### src/rtl/div_pkg.sv
// Shared definitions for the iterative divider: funct3 encodings, FSM states, op decode helpers.
package div_pkg;

  localparam logic [2:0] DIV_OP_DIV  = 3'b100;
  localparam logic [2:0] DIV_OP_DIVU = 3'b101;
  localparam logic [2:0] DIV_OP_REM  = 3'b110;
  localparam logic [2:0] DIV_OP_REMU = 3'b111;

  typedef enum logic [1:0] {
    IDLE = 2'b00,
    CALC = 2'b01,
    FIX  = 2'b10,
    DONE = 2'b11
  } div_state_e;

  function automatic logic is_signed_op(input logic [2:0] op);
    return (op == DIV_OP_DIV) || (op == DIV_OP_REM);
  endfunction

  function automatic logic is_rem_op(input logic [2:0] op);
    return (op == DIV_OP_REM) || (op == DIV_OP_REMU);
  endfunction

endpackage

### src/rtl/div_multi_step.sv
// One restoring radix-2 division step: shift in the next dividend bit, subtract if it fits.
module div_step #(
  parameter int unsigned XLEN = 32
) (
  input  logic [XLEN-1:0] rem_i,
  input  logic [XLEN-1:0] divisor_i,
  input  logic            bit_i,
  output logic [XLEN-1:0] rem_o,
  output logic            quo_o
);

  logic [XLEN:0] shifted_s;
  logic [XLEN:0] diff_s;

  // Trial subtraction; the partial remainder is always below the divisor, so XLEN+1 bits suffice.
  always_comb begin
    shifted_s = {rem_i, bit_i};
    diff_s    = shifted_s - {1'b0, divisor_i};
    quo_o     = (shifted_s >= {1'b0, divisor_i});
    if (quo_o) begin
      rem_o = diff_s[XLEN-1:0];
    end else begin
      rem_o = shifted_s[XLEN-1:0];
    end
  end

endmodule

### src/rtl/div_multi.sv
// Iterative RISC-V M-extension divider (DIV/DIVU/REM/REMU), BITS_PER_CYCLE quotient bits per cycle.
// Optional feature macro: DIV_EARLY_OUT_EN (single-cycle result when |dividend| < |divisor|).
module div_multi
  import div_pkg::*;
#(
  parameter int unsigned XLEN           = 32,
  parameter int unsigned BITS_PER_CYCLE = 1,
  parameter int unsigned REG_ADDR_W     = 5
) (
  input  logic                  clk,
  input  logic                  rst,
  input  logic [XLEN-1:0]       dividend_i,
  input  logic [XLEN-1:0]       divisor_i,
  input  logic                  start_i,
  input  logic [2:0]            op_i,
  input  logic [REG_ADDR_W-1:0] reg_waddr_i,
  input  logic                  flush_i,
  output logic [XLEN-1:0]       result_o,
  output logic                  ready_o,
  output logic                  busy_o,
  output logic [REG_ADDR_W-1:0] reg_waddr_o
);

  localparam int unsigned N     = XLEN / BITS_PER_CYCLE;
  localparam int unsigned CNT_W = $clog2(N + 1);
  localparam logic [CNT_W-1:0] CNT_LOAD = CNT_W'(N);
  localparam logic [CNT_W-1:0] CNT_ONE  = CNT_W'(1);
  localparam logic [XLEN-1:0]  ZERO_W   = {XLEN{1'b0}};
  localparam logic [XLEN-1:0]  ONES_W   = {XLEN{1'b1}};
  localparam logic [XLEN-1:0]  MIN_NEG  = {1'b1, {(XLEN-1){1'b0}}};

  function automatic logic [XLEN-1:0] neg_f(input logic [XLEN-1:0] v);
    return ~v + {{(XLEN-1){1'b0}}, 1'b1};
  endfunction

  div_state_e            state_q, state_d;
  logic [CNT_W-1:0]      cnt_q, cnt_d;
  logic [XLEN-1:0]       rem_q, rem_d, quo_q, quo_d, dvsr_q, dvsr_d;
  logic [XLEN-1:0]       result_q, result_d;
  logic                  rem_op_q, rem_op_d, neg_quo_q, neg_quo_d, neg_rem_q, neg_rem_d;
  logic                  busy_q, busy_d, ready_q, ready_d;
  logic [REG_ADDR_W-1:0] waddr_pend_q, waddr_pend_d, waddr_q, waddr_d;

  logic                  sgn_s, rem_op_s, div_zero_s, ovf_s, early_s, special_s;
  logic [XLEN-1:0]       dvd_mag_s, dvs_mag_s, special_res_s;

  logic [XLEN-1:0]       rem_chain_s [BITS_PER_CYCLE+1];
  logic [XLEN-1:0]       quo_chain_s [BITS_PER_CYCLE+1];
  logic [BITS_PER_CYCLE-1:0] qbit_s;

  assign rem_chain_s[0] = rem_q;
  assign quo_chain_s[0] = quo_q;

  // Quotient bits leave the top of quo and re-enter at the bottom, so quo ends up holding the quotient.
  for (genvar i = 0; i < BITS_PER_CYCLE; i++) begin : g_step
    div_step #(.XLEN(XLEN)) u_step (
      .rem_i     (rem_chain_s[i]),
      .divisor_i (dvsr_q),
      .bit_i     (quo_chain_s[i][XLEN-1]),
      .rem_o     (rem_chain_s[i+1]),
      .quo_o     (qbit_s[i])
    );
    assign quo_chain_s[i+1] = {quo_chain_s[i][XLEN-2:0], qbit_s[i]};
  end

`ifdef DIV_EARLY_OUT_EN
  assign early_s = (dvd_mag_s < dvs_mag_s);
`else
  assign early_s = 1'b0;
`endif

  // Operand decode at accept: magnitudes and the single-cycle special cases.
  always_comb begin
    sgn_s      = is_signed_op(op_i);
    rem_op_s   = is_rem_op(op_i);
    dvd_mag_s  = (sgn_s && dividend_i[XLEN-1]) ? neg_f(dividend_i) : dividend_i;
    dvs_mag_s  = (sgn_s && divisor_i[XLEN-1])  ? neg_f(divisor_i)  : divisor_i;
    div_zero_s = (divisor_i == ZERO_W);
    ovf_s      = sgn_s && (dividend_i == MIN_NEG) && (divisor_i == ONES_W);
    special_s  = div_zero_s || ovf_s || early_s;
    if (div_zero_s) begin
      special_res_s = rem_op_s ? dividend_i : ONES_W;
    end else if (ovf_s) begin
      special_res_s = rem_op_s ? ZERO_W : dividend_i;
    end else begin
      special_res_s = rem_op_s ? dividend_i : ZERO_W;
    end
  end

  // FSM next state and datapath updates.
  always_comb begin
    state_d      = state_q;
    cnt_d        = cnt_q;
    rem_d        = rem_q;
    quo_d        = quo_q;
    dvsr_d       = dvsr_q;
    result_d     = result_q;
    rem_op_d     = rem_op_q;
    neg_quo_d    = neg_quo_q;
    neg_rem_d    = neg_rem_q;
    waddr_pend_d = waddr_pend_q;
    waddr_d      = waddr_q;
    if (flush_i) begin
      state_d = IDLE;
    end else begin
      case (state_q)
        IDLE, DONE: begin
          if (start_i) begin
            if (special_s) begin
              state_d  = DONE;
              result_d = special_res_s;
              waddr_d  = reg_waddr_i;
            end else begin
              state_d      = CALC;
              cnt_d        = CNT_LOAD;
              rem_d        = ZERO_W;
              quo_d        = dvd_mag_s;
              dvsr_d       = dvs_mag_s;
              rem_op_d     = rem_op_s;
              neg_quo_d    = sgn_s && (dividend_i[XLEN-1] ^ divisor_i[XLEN-1]);
              neg_rem_d    = sgn_s && dividend_i[XLEN-1];
              waddr_pend_d = reg_waddr_i;
            end
          end else begin
            state_d = IDLE;
          end
        end
        CALC: begin
          rem_d = rem_chain_s[BITS_PER_CYCLE];
          quo_d = quo_chain_s[BITS_PER_CYCLE];
          cnt_d = cnt_q - CNT_ONE;
          if (cnt_q == CNT_ONE) begin
            state_d = FIX;
          end else begin
            state_d = CALC;
          end
        end
        FIX: begin
          if (rem_op_q) begin
            result_d = neg_rem_q ? neg_f(rem_q) : rem_q;
          end else begin
            result_d = neg_quo_q ? neg_f(quo_q) : quo_q;
          end
          waddr_d = waddr_pend_q;
          state_d = DONE;
        end
        default: begin
          state_d = IDLE;
        end
      endcase
    end
    busy_d  = (state_d == CALC) || (state_d == FIX);
    ready_d = (state_d == DONE);
  end

  // State and datapath registers with synchronous reset.
  always_ff @(posedge clk) begin
    if (rst) begin
      state_q      <= IDLE;
      cnt_q        <= {CNT_W{1'b0}};
      rem_q        <= ZERO_W;
      quo_q        <= ZERO_W;
      dvsr_q       <= ZERO_W;
      result_q     <= ZERO_W;
      rem_op_q     <= 1'b0;
      neg_quo_q    <= 1'b0;
      neg_rem_q    <= 1'b0;
      busy_q       <= 1'b0;
      ready_q      <= 1'b0;
      waddr_pend_q <= {REG_ADDR_W{1'b0}};
      waddr_q      <= {REG_ADDR_W{1'b0}};
    end else begin
      state_q      <= state_d;
      cnt_q        <= cnt_d;
      rem_q        <= rem_d;
      quo_q        <= quo_d;
      dvsr_q       <= dvsr_d;
      result_q     <= result_d;
      rem_op_q     <= rem_op_d;
      neg_quo_q    <= neg_quo_d;
      neg_rem_q    <= neg_rem_d;
      busy_q       <= busy_d;
      ready_q      <= ready_d;
      waddr_pend_q <= waddr_pend_d;
      waddr_q      <= waddr_d;
    end
  end

  assign result_o    = result_q;
  assign ready_o     = ready_q;
  assign busy_o      = busy_q;
  assign reg_waddr_o = waddr_q;

endmodule
### config.mk
export PLATFORM = sky130hd
export DESIGN_NAME = div_multi
export DESIGN_NICKNAME = d
export VERILOG_FILES = /design/src/rtl/div_pkg.sv /design/src/rtl/div_multi_step.sv /design/src/rtl/div_multi.sv
export SDC_FILE = /design/constraint.sdc
export NUM_CORES = 1
export LEC_CHECK = 0
export CORE_ASPECT_RATIO = 1.2
export CORE_UTILIZATION = 55
export CTS_BUF_LIST = sky130_fd_sc_hd__clkbuf_16
export DETAILED_ROUTE_END_ITERATION = 7
export GPL_TIMING_DRIVEN = 0
export PLACE_DENSITY = 0.78
export SLEW_MARGIN = 20
export SYNTH_ARGS = -nofsm -noshare
export SYNTH_HDL_FRONTEND = slang
export SYNTH_SLANG_ARGS = --single-unit
### constraint.sdc
create_clock -name clk -period 4.1 [get_ports clk]
set_input_delay 0.615 -clock clk [delete_from_list [all_inputs] [get_ports clk]]
set_output_delay 0.615 -clock clk [all_outputs]
set_load 0.02 [all_outputs]
==> results.py <==
metrics = {
    "run_status": {
        "outcome": "complete, no violations",
    },
    "power": {
        "pwr-share-comb_pct": 20.0,
        "internal-power_mw": 2.87,
        "power_switching_mw": 1.18,
        "pwr-share-seq_pct": 38.5,
        "p_sw_share_pct": 29.2,
        "vdd_drop_max_uv": 226,
        "p_leak_nw": 5.05,
        "pwr_density_cell_nw_per_um2": 308,
        "clkPwrFrac_pct": 41.5,
    },
    "timing": {
        "tns_ns": 0,
        "relSlewSlack_pct": 38.4,
        "drv_slew": 0,
        "skew_ns": 0.00799,
        "hold_viol": 0,
        "period_needed_ns": 4.01,
        "tightest_slew_ns": 0.921,
        "period_share_pct": 97.8,
        "fmaxAchievable_mhz": 249,
        "worst_slack_ns": 0.0907,
        "setup_viol": 0,
    },
    "setup_path": {
        "reg2reg_to": "rem_q[30]",
        "cpPeakStageDelay_ns": 0.60,
        "slowest_stage": "or4_4",
        "rr_startpoint": "rem_q[17]",
        "end_kind": "flip-flop",
        "arrival_ns": 4.29,
        "ff2ff_path_depth": 13,
        "path_max_fanout": 7,
        "r2r_slack_ns": 0.23,
        "worstPathCellList": "clkdlybuf4s50_1 -> or4_4 -> or4_4 -> or4_4 -> or4_1 -> buf_2 -> nand2_2 -> a22oi_2 -> buf_6 -> nand2_1 -> ha_1 -> nor2b_1",
        "cp-startpoint": "dividend_i[26]",
        "crit_type": "in2reg",
        "startpoint_type": "primary input",
        "critPathCapture": "busy_o",
        "path_common_cell": "or4_4",
        "required_ns": 4.38,
    },
    "place": {
        "io_buffer_count": 113,
        "place_hpwl_um": 27100,
        "gp_congestion": 1.03,
        "dp_slack_ns": -0.863,
        "dp.cells": 1832,
        "dpl_cell_area_um2": 12400,
    },
    "global_routing": {
        "grt_pass1_vias": 10700,
        "grt_remaining_overflow": 0,
        "grt_usage_pct": 34.7,
        "antenna_found_initial": 0,
        "grt_max_degree": 17,
        "grt_pass1_wl_um": 54500,
    },
    "cts": {
        "cts_tree": "built",
        "cts_made_buffers": 17,
        "cts.sinks": 151,
        "cts-htree-levels": 4,
        "cts_buffer_depth": 2,
        "hold_buffers": 0,
        "insertion_delay_ns": 0.43,
        "clk_pin_slew_worst_paths_ns": 0.07,
        "cts_root_buf": "clkbuf_16",
    },
    "floorplan": {
        "die-area_um2": 20400,
        "core_um2": 19500,
        "fp.dieW_um": 130,
        "fp-row-count": 56,
        "design.portCount": 115,
        "start_util_pct": 55.9,
        "die_h_um": 156,
    },
    "route": {
        "met1Wirelength_um": 13700,
        "avgViaCountPerCell": 6.21,
        "vias": 11600,
        "routed.top_layer": "met4",
        "initialDrtViolationCount": 1103,
        "drt-pass1-iter-count": 7,
        "wl_met2_um": 17100,
        "routed_wl_um": 35600,
        "wl_per_cell_um": 19.0,
        "drc": 0,
        "met3_length_um": 2770,
        "drtAntennaViolNets": 0,
    },
    "synthesis": {
        "synth.net_count": 1577,
        "synth-main-ff-cell": "dfxtp_1",
        "synthArstFlopShare_pct": 0,
        "synth.largest_area_cell": "dfxtp_1",
        "netlist.area_leader.share_pct": 27.8,
        "syn_avg_cell_area_um2": 7.47,
        "ys_types": 65,
        "synth_edf_count": 0,
        "netlist_area_um2": 10900,
        "synth_sequential_area_ratio_pct": 27.8,
        "ys_ff_latch": 151,
        "synth_warnings": 0,
        "synthCells": 1458,
        "synth_area_leaders": "dfxtp_1 (28%), a21oi_1 (6.9%), xnor2_1 (6.5%)",
    },
    "final_layout": {
        "stdcell_area_um2": 13200,
        "fin_nets": 1716,
        "drive_gt1_share_pct": 6.27,
        "area_delta_synth_final_pct": 20.8,
        "fin_cells": 1871,
        "diodes": 0,
        "n_fill_cell": 1750,
    },
    "min_path": {
        "hold_class": "reg2reg",
        "hold_depth": 2,
    },
    "run": {
        "maxCapViolCount": 0,
    },
}
-- sequential cells by signal, indices dropped and copies added, names as in the netlist --
| register | cells |
|---|---|
| busy_o | 1 |
| cnt_q | 6 |
| dvsr_q | 32 |
| neg_quo_q | 1 |
| neg_rem_q | 1 |
| quo_q | 32 |
| ready_o | 1 |
| reg_waddr_o | 5 |
| rem_op_q | 1 |
| rem_q | 32 |
| result_o | 32 |
| state_q | 2 |
| waddr_pend_q | 5 |
-- worst max-delay path, delay by kind of cell --
kind	cells	cell delay [ns]
adder cells (fa/ha/maj)	1	0.23
AO/OA/AOI/OAI	1	0.13
buffers and inverters	3	0.86
AND/OR/NAND/NOR	7	2.43
-- cell usage after synthesis, types with 3 or more instances --
cell type / n
o311ai_0: 3
or3_1: 18
o21bai_1: 4
a22o_1: 18
a211oi_1: 40
and2_1: 12
mux2i_1: 38
ha_1: 42
o31ai_1: 28
clkbuf_1: 63
o21a_1: 4
o21ai_0: 94
nand2_1: 136
or2_2: 9
a211o_1: 5
a311oi_1: 3
nor4_1: 13
a32oi_1: 9
nor3_1: 20
a21oi_1: 150
xnor2_1: 81
dfxtp_1: 151
nor2_1: 173
a21o_1: 19
o221ai_1: 3
nand4_1: 14
a31oi_1: 16
buf_1: 7
nand3_1: 21
nand4b_1: 4
nand2b_1: 5
buf_2: 16
xor2_1: 66
inv_1: 58
a32o_1: 3
nor2b_1: 15
or4_1: 17
o21ai_1: 3
o41ai_1: 10
and3_1: 10
o22ai_1: 22
-- kinds of logic (layout without fill, tap and decap cells) --
group           after synthesis  count (layout)  share of synthesized area (%)
simple gates                476             477                           20.3
buf+inv                     147             298                           5.32
compound gates              455             455                           26.2
xor+xnor                    147             147                           11.8
flops                       151             151                           27.8
mux                          39              39                           3.60
fa+ha+maj                    43              43                           5.01
-- worst min path at each step --
stage / startpoint / endpoint / slack [ns]
after global placement: dvsr_q[22] / dvsr_q[22] / 0.44
after CTS: result_o[2] / result_o[2] / 0.45
after detailed placement: result_o[2] / result_o[2] / 0.44
after global routing: result_o[4] / result_o[4] / 0.48
final: result_o[2] / result_o[2] / 0.45
after floorplan: dvsr_q[22] / dvsr_q[22] / 0.43
-- per-stage QoR --
step	power (mW)	utilization, %	hold slack (ns)
2_1_floorplan	2.09	-	0.432
3_3_place_gp	2.35	63.4	0.442
3_5_place_dp	2.36	63.5	0.442
4_1_cts	4.03	66.8	0.451
5_1_grt	4.19	67.5	0.480
6_report	4.05	67.5	0.449
-- power by group through the flow --
| stage | Sequential, mW | Combinational [mW] | Clock [mW] |
|---|---|---|---|
| final | 1.56 | 0.809 | 1.68 |
| after CTS | 1.56 | 0.781 | 1.69 |
| after global placement | 1.59 | 0.761 | 0 |
| after floorplan | 1.58 | 0.513 | 0 |
| after detailed placement | 1.59 | 0.772 | 0 |
| after global routing | 1.56 | 0.873 | 1.75 |
-- cell type report --
cell class / instances / area (µm²) / area share, %
Inverter: 59 / 221 / 1.68
Tap cell: 261 / 327 / 2.48
Clock inverter: 15 / 198 / 1.50
Buffer: 86 / 399 / 3.03
Sequential cell: 151 / 3020 / 23.0
Multi-Input combinational cell: 1161 / 7370 / 56.0
Clock buffer: 17 / 425 / 3.23
Timing Repair Buffer: 121 / 1190 / 9.04
-- per-layer routing --
layer	up-vias	GRT usage, %
li1	5520	-
met5	-	0
met4	0	21.2
met1	5312	40.0
met2	627	59.8
met3	151	5.42
-- placed cells by master (no fill, tap or decap), types with 40 or more instances in the layout --
| cell type | count |
|---|---|
| a211oi_1 | 40 |
| a21oi_1 | 150 |
| clkbuf_1 | 55 |
| clkdlybuf4s50_1 | 113 |
| dfxtp_1 | 151 |
| ha_1 | 42 |
| inv_1 | 58 |
| nand2_1 | 132 |
| nor2_1 | 171 |
| o21ai_0 | 93 |
| xnor2_1 | 81 |
| xor2_1 | 66 |
-- timing repair --
item	4_1_cts	5_1_grt
pin swaps	1	3
setup buffers	1	6
gates resized for setup	11	36
cloned	0	2
endpoints found under the setup margin	129	109
Note: power is estimated with default switching activity, not from simulation.
